File: src/rtl/auto_player.sv
// auto_player: self-play agent for the Genius game. Records the colours shown on
// the LEDs and, once the display phase goes quiet, replays them as button presses.
module auto_player #(
    parameter int COLOR_CODEFY_W = 2,
    parameter int ADDR_WIDTH     = 5,
    parameter int MIN_ON_CYCLES  = 4,
    parameter int IDLE_CYCLES    = 64,
    parameter int PRESS_CYCLES   = 8,
    parameter int GAP_CYCLES     = 8
) (
    input  logic                      clk,
    input  logic                      rst_n,
    input  logic                      enable,
    input  logic                      led_red,
    input  logic                      led_green,
    input  logic                      led_blue,
    input  logic                      led_yellow,
    output logic [COLOR_CODEFY_W-1:0] player_button,
    output logic                      player_press,
    output logic                      busy,
    output logic                      overflow,
    output logic                      fail_seen,
    output logic [ADDR_WIDTH:0]       captured_count
);
    localparam int DEPTH = 2 ** ADDR_WIDTH;
    localparam int CW    = ADDR_WIDTH + 1;
    localparam int MAX_A = (MIN_ON_CYCLES > IDLE_CYCLES) ? MIN_ON_CYCLES : IDLE_CYCLES;
    localparam int MAX_B = (PRESS_CYCLES > GAP_CYCLES) ? PRESS_CYCLES : GAP_CYCLES;
    localparam int TW    = $clog2((MAX_A > MAX_B) ? MAX_A : MAX_B) + 1;

    localparam logic [TW-1:0] ON_MAX     = TW'(MIN_ON_CYCLES);
    localparam logic [TW-1:0] IDLE_LAST  = TW'(IDLE_CYCLES - 1);
    localparam logic [TW-1:0] PRESS_LAST = TW'(PRESS_CYCLES - 1);
    localparam logic [TW-1:0] GAP_LAST   = TW'(GAP_CYCLES - 1);
    localparam logic [CW-1:0] FULL       = CW'(DEPTH);

    localparam logic [1:0] S_LISTEN = 2'd0;
    localparam logic [1:0] S_PRESS  = 2'd1;
    localparam logic [1:0] S_GAP    = 2'd2;

    logic [COLOR_CODEFY_W-1:0] mem_q [DEPTH];

    logic [1:0]                state_q, state_d;
    logic [ADDR_WIDTH-1:0]     wrPtr_q, wrPtr_d, rdPtr_q, rdPtr_d, rdNext;
    logic [CW-1:0]             count_q, count_d;
    logic [TW-1:0]             onCnt_q, onCnt_d, idleCnt_q, idleCnt_d, tmr_q, tmr_d;
    logic [COLOR_CODEFY_W-1:0] color_q, color_d, button_q, button_d, ledColor;
    logic                      armed_q, armed_d, press_q, press_d;
    logic                      ovf_q, ovf_d, fail_q, fail_d;
    logic                      memWe, continuing, failEvt;
    logic                      ledNone, ledMulti, ledSingle;
    logic [3:0]                leds;

    assign leds      = {led_yellow, led_blue, led_green, led_red};
    assign ledNone   = (leds == 4'd0);
    assign ledMulti  = ((leds & (leds - 4'd1)) != 4'd0);
    assign ledSingle = !ledNone && !ledMulti;
    assign rdNext    = rdPtr_q + ADDR_WIDTH'(1);

    // A failure only fires once per multi-LED episode; LEDs must go dark to re-arm.
    assign failEvt    = ledMulti && armed_q;
    assign continuing = (onCnt_q != '0) && (ledColor == color_q);

    always_comb begin
        case (leds)
            4'b0010: ledColor = COLOR_CODEFY_W'(1);
            4'b0100: ledColor = COLOR_CODEFY_W'(2);
            4'b1000: ledColor = COLOR_CODEFY_W'(3);
            default: ledColor = '0;
        endcase
    end

    always_comb begin
        state_d   = state_q;
        wrPtr_d   = wrPtr_q;
        rdPtr_d   = rdPtr_q;
        count_d   = count_q;
        onCnt_d   = '0;
        idleCnt_d = '0;
        color_d   = color_q;
        tmr_d     = tmr_q;
        armed_d   = ledNone ? 1'b1 : (failEvt ? 1'b0 : armed_q);
        button_d  = button_q;
        press_d   = press_q;
        ovf_d     = ovf_q;
        fail_d    = 1'b0;
        memWe     = 1'b0;

        if (!enable) begin
            state_d  = S_LISTEN;
            wrPtr_d  = '0;
            rdPtr_d  = '0;
            count_d  = '0;
            tmr_d    = '0;
            button_d = '0;
            press_d  = 1'b0;
            ovf_d    = 1'b0;
        end else if (failEvt) begin
            state_d = S_LISTEN;
            wrPtr_d = '0;
            rdPtr_d = '0;
            count_d = '0;
            tmr_d   = '0;
            press_d = 1'b0;
            fail_d  = 1'b1;
        end else begin
            case (state_q)
                S_LISTEN: begin
                    if (ledSingle) begin
                        color_d = ledColor;
                        if (continuing)
                            onCnt_d = (onCnt_q == ON_MAX) ? onCnt_q : onCnt_q + TW'(1);
                        else
                            onCnt_d = TW'(1);
                        // Capture on the cycle the count first reaches the threshold.
                        if (armed_q && onCnt_d == ON_MAX && !(continuing && onCnt_q == ON_MAX)) begin
                            if (count_q == FULL) begin
                                ovf_d = 1'b1;
                            end else begin
                                memWe   = 1'b1;
                                wrPtr_d = wrPtr_q + ADDR_WIDTH'(1);
                                count_d = count_q + CW'(1);
                            end
                        end
                    end
                    if (ledNone && count_q != '0) begin
                        if (idleCnt_q == IDLE_LAST) begin
                            state_d  = S_PRESS;
                            rdPtr_d  = '0;
                            tmr_d    = '0;
                            press_d  = 1'b1;
                            button_d = mem_q[0];
                        end else begin
                            idleCnt_d = idleCnt_q + TW'(1);
                        end
                    end
                end
                S_PRESS: begin
                    if (tmr_q == PRESS_LAST) begin
                        state_d = S_GAP;
                        tmr_d   = '0;
                        press_d = 1'b0;
                    end else begin
                        tmr_d = tmr_q + TW'(1);
                    end
                end
                S_GAP: begin
                    if (tmr_q == GAP_LAST) begin
                        tmr_d = '0;
                        if (CW'(rdPtr_q) + CW'(1) == count_q) begin
                            state_d = S_LISTEN;
                            wrPtr_d = '0;
                            rdPtr_d = '0;
                            count_d = '0;
                        end else begin
                            state_d  = S_PRESS;
                            rdPtr_d  = rdNext;
                            press_d  = 1'b1;
                            button_d = mem_q[rdNext];
                        end
                    end else begin
                        tmr_d = tmr_q + TW'(1);
                    end
                end
                default: state_d = S_LISTEN;
            endcase
        end
    end

    always_ff @(posedge clk) begin
        if (memWe)
            mem_q[wrPtr_q] <= ledColor;
    end

    always_ff @(posedge clk or negedge rst_n) begin
        if (!rst_n) begin
            state_q   <= S_LISTEN;
            wrPtr_q   <= '0;
            rdPtr_q   <= '0;
            count_q   <= '0;
            onCnt_q   <= '0;
            idleCnt_q <= '0;
            color_q   <= '0;
            tmr_q     <= '0;
            armed_q   <= 1'b1;
            button_q  <= '0;
            press_q   <= 1'b0;
            ovf_q     <= 1'b0;
            fail_q    <= 1'b0;
        end else begin
            state_q   <= state_d;
            wrPtr_q   <= wrPtr_d;
            rdPtr_q   <= rdPtr_d;
            count_q   <= count_d;
            onCnt_q   <= onCnt_d;
            idleCnt_q <= idleCnt_d;
            color_q   <= color_d;
            tmr_q     <= tmr_d;
            armed_q   <= armed_d;
            button_q  <= button_d;
            press_q   <= press_d;
            ovf_q     <= ovf_d;
            fail_q    <= fail_d;
        end
    end

    assign player_button  = button_q;
    assign player_press   = press_q;
    assign busy           = (state_q != S_LISTEN);
    assign overflow       = ovf_q;
    assign fail_seen      = fail_q;
    assign captured_count = count_q;

endmodule

File: config.mk
export PLATFORM = sky130hd
export DESIGN_NAME = auto_player
export DESIGN_NICKNAME = d
export VERILOG_FILES = /design/src/rtl/auto_player.sv
export SDC_FILE = /design/constraint.sdc
export NUM_CORES = 1
export LEC_CHECK = 0
export ABC_AREA = 1
export BUFFER_PORTS_ARGS = -buffer_cell sky130_fd_sc_hd__buf_2
export CAP_MARGIN = 0
export CELL_PAD_IN_SITES_DETAIL_PLACEMENT = 0
export CELL_PAD_IN_SITES_GLOBAL_PLACEMENT = 1
export CORE_UTILIZATION = 45
export CTS_BUF_LIST = sky130_fd_sc_hd__clkbuf_8
export DETAILED_ROUTE_END_ITERATION = 7
export PLACE_DENSITY = 0.85
export REMOVE_ABC_BUFFERS = 1
export SYNTH_ARGS = -nofsm -noshare
export SYNTH_HDL_FRONTEND = slang
export SYNTH_SLANG_ARGS = --single-unit
File: constraint.sdc
create_clock -name clk -period 2.2 [get_ports clk]
set_clock_uncertainty 0.15 [all_clocks]
set_input_delay 0.11 -clock clk [delete_from_list [all_inputs] [get_ports clk]]
set_output_delay 0.11 -clock clk [all_outputs]
set_load 0.02 [all_outputs]
==> results.cfg <==
[run_status]
status = finished with violations
violations = setup timing

[layout]
fin_nets = 729
fill_cells = 1088
final_cell_mix = nand2_1, nor2_1, edfxtp_1
drive_gt1_frac = 0.219
final_common_cell = nand2_1
area_growth_pct = 21.3
diodes = 0

[drt]
drt_pass1_iterations = 4
vias = 4502
wirelength_um = 13300
wire_per_inst_um = 15.2
drc_errors = 0
drt_iter0_markers = 296
antenna_left = 0
viasPerCell = 5.12

[floorplan]
die_w_um = 115
core-area_mm2 = 0.0122
die_area_mm2 = 0.0132
start_util = 0.470
die_h_um = 115
boundaryPins = 19
fp-row-count = 40

[logic_synthesis]
syn-instance-count = 637
synth_top_cell_by_area = edfxtp_1
synth_edf_count = 64
synth_cell_types = 37
synth_area_mm2 = 0.00573
synth.area.top_cells = edfxtp_1, dfrtp_1, nor2_1
ys_ff_latch = 111
ys_warn_count = 0
async_reset_ff_frac = 0.423
synth_top_area_share = 0.335
syn_avg_cell_area_um2 = 9.00
ys_seq_area_frac = 0.540
dominantRegCellSynth = edfxtp_1

[setup_path]
path_depth = 14
cp_slowest_cell = dfrtp_1
cp_cell_sequence = inv_1 > ha_2 > nand2_2 > nor2_2 > nand2_2 > nand2_1 > nand3_1 > nor2_2 > nand2_2 > nor2_4 > buf_12 > nand4_4 > buf_12 > nor2_4
critPathMaxStageDelay_ps = 410
cpMostUsedCell = nand2_2
r2r_cells = 14
worst-path-buf-inv = 3
required_ps = 2150
crit_arrival_ps = 2360
cpLargestDelayFamily = simple AND/OR/NAND/NOR gates
worst-path-max-fanout = 8
critical_path_class = flip-flop to flip-flop
r2r_start = onCnt_q[0]
cp-start-kind = flip-flop
startpoint = onCnt_q[0]
end_kind = flip-flop

[clock_network]
clk_root_buffer_cell = clkbuf_8
clk_pin_slew_ps = 100
clkSinkCount = 111
numCtsBuffers = 9
htreeDepth = 3
tritoncts = built
clock_path_buffers = 2
clk-insertion-delay-late_ps = 380

[pwr]
internal-power_mw = 3.44
irDropWorstVdd_mv = 0.359
combPwrFrac = 0.332
p_sw_frac = 0.367
p_clk_frac = 0.223
pwr_density_cell_mw_per_mm2 = 782
p_seq_frac = 0.445
switchingPower_mw = 2.00
p_leak_nw = 2.79

[grt]
antenna_found_initial = 0
grt_overflow = 0
grt_max_degree = 37
grt_usage = 0.218
grt_pass1_vias = 4441
grt_pass1_wl_um = 22000

[placement]
dp_slack_ps = -251
gp_congestion = 0.856
io_buffers = 18
hpwlAfterDp_um = 9140

[timing]
setup_viol = 75
rsz0062_at_grt = yes
worst-slew-pin-transition_ps = 531
hold_violations = 0
max_freq_mhz = 414
slew_violations = 0
hold_ws_ps = 111
finalCriticalPeriod_ps = 2410
finalCritPeriodShare = 1.10
final.setup.worst_slack_ps = -213
relSlewSlack = 0.645

[flow_run]
drv_cap = 0

[min_path]
hp-class = primary input to asynchronous set/reset pin
## power by group through the flow
stage | Combinational [mW] | Clock [mW] | Sequential (mW)
3_3_place_gp | 1.67 | 0 | 2.46
6_report | 1.80 | 1.21 | 2.42
4_1_cts | 1.75 | 1.23 | 2.42
3_5_place_dp | 1.69 | 0 | 2.46
5_1_grt | 2.02 | 1.31 | 2.44
2_1_floorplan | 1.05 | 0 | 2.54
## worst reg2reg max path, cell delays in order (launching register included)
cell and delay (ps):
dfrtp_1 410, inv_1 70, ha_2 200, nand2_2 60, nor2_2 110, nand2_2 120, nand2_1 90, nand3_1 80
nor2_2 120, nand2_2 80, nor2_4 110, buf_12 140, nand4_4 90, buf_12 190, nor2_4 110
## flip-flops by register name, indices dropped and copies added (netlist names), 5 cells and up
| signal | flops |
|---|---|
| captured_count | 6 |
| idleCnt_q | 7 |
| mem_q | 64 |
| onCnt_q | 7 |
| rdPtr_q | 5 |
| tmr_q | 7 |
| wrPtr_q | 5 |
## repair_timing
| action | CTS | global route |
|---|---|---|
| cloned | 0 | 0 |
| hold buffers | 6 | 0 |
| buffers inserted | 11 | 3 |
| pin swaps | 3 | 4 |
| gates resized for setup | 66 | 24 |
| endpoints found under the setup margin | 77 | 92 |
| endpoints found under the hold margin | 52 | 0 |
## cell usage after synthesis (2+ instances only)
master,instances
nor3b_1,3
o21ai_1,2
a21oi_1,10
buf_2,6
nand3_1,63
nand3_2,2
xnor2_1,6
ha_1,16
nor2_4,3
nor3_1,7
xor2_1,12
inv_1,50
nand2_1,112
o21ai_0,39
edfxtp_1,64
buf_6,2
nand2_2,5
nand4_1,6
clkbuf_1,10
dfrtp_1,46
nor2_2,2
nand4_4,4
o211ai_1,14
inv_2,3
nor2_1,138
## worst paths after layout
kind,slack (ps),to
setup / recovery,-210,mem_q[2][0]
max in group asynchronous,1130,color_q[1]
setup reg to reg,-210,mem_q[2][0]
hold / removal,110,armed_q
hold reg to reg,350,idleCnt_q[0]
min in group clk,150,idleCnt_q[6]
## cell type report
class,count,area [um2],area share
Timing Repair Buffer,78,646,0.0929
Tap cell,168,210,0.0302
Inverter,54,203,0.0292
Clock buffer,9,124,0.0178
Sequential cell,111,3100,0.446
Multi-Input combinational cell,452,2610,0.375
Clock inverter,7,65.1,0.00936
## metrics by stage
stage	cell area, um2	instances	utilization	total power [mW]	setup TNS, ps
floorplan	5630	617	-	3.59	-12110
global placement	6250	843	0.511	4.12	-8760
detailed placement	6250	843	0.511	4.15	-15140
CTS	6860	876	0.562	5.40	-8710
global route	6950	879	0.569	5.77	-21630
finish	6950	879	0.569	5.43	-13860
## per-layer routing
metal / track usage / vias to the layer above / routed length, um
met2: 0.345 / 90 / 6300
li1: - / 2253 / -
met4: 0.0805 / 0 / 229
met3: 0.0358 / 18 / 567
met5: 0 / - / 0
met1: 0.303 / 2141 / 6240
## logic make-up after synthesis
family	after synthesis	synth area share
simple gates	348	0.271
buf+inv	74	0.0530
compound gates	69	0.0698
fa+ha+maj	16	0.0349
xor+xnor	19	0.0303
flops	111	0.540
Note: power is estimated with default switching activity, not from simulation.
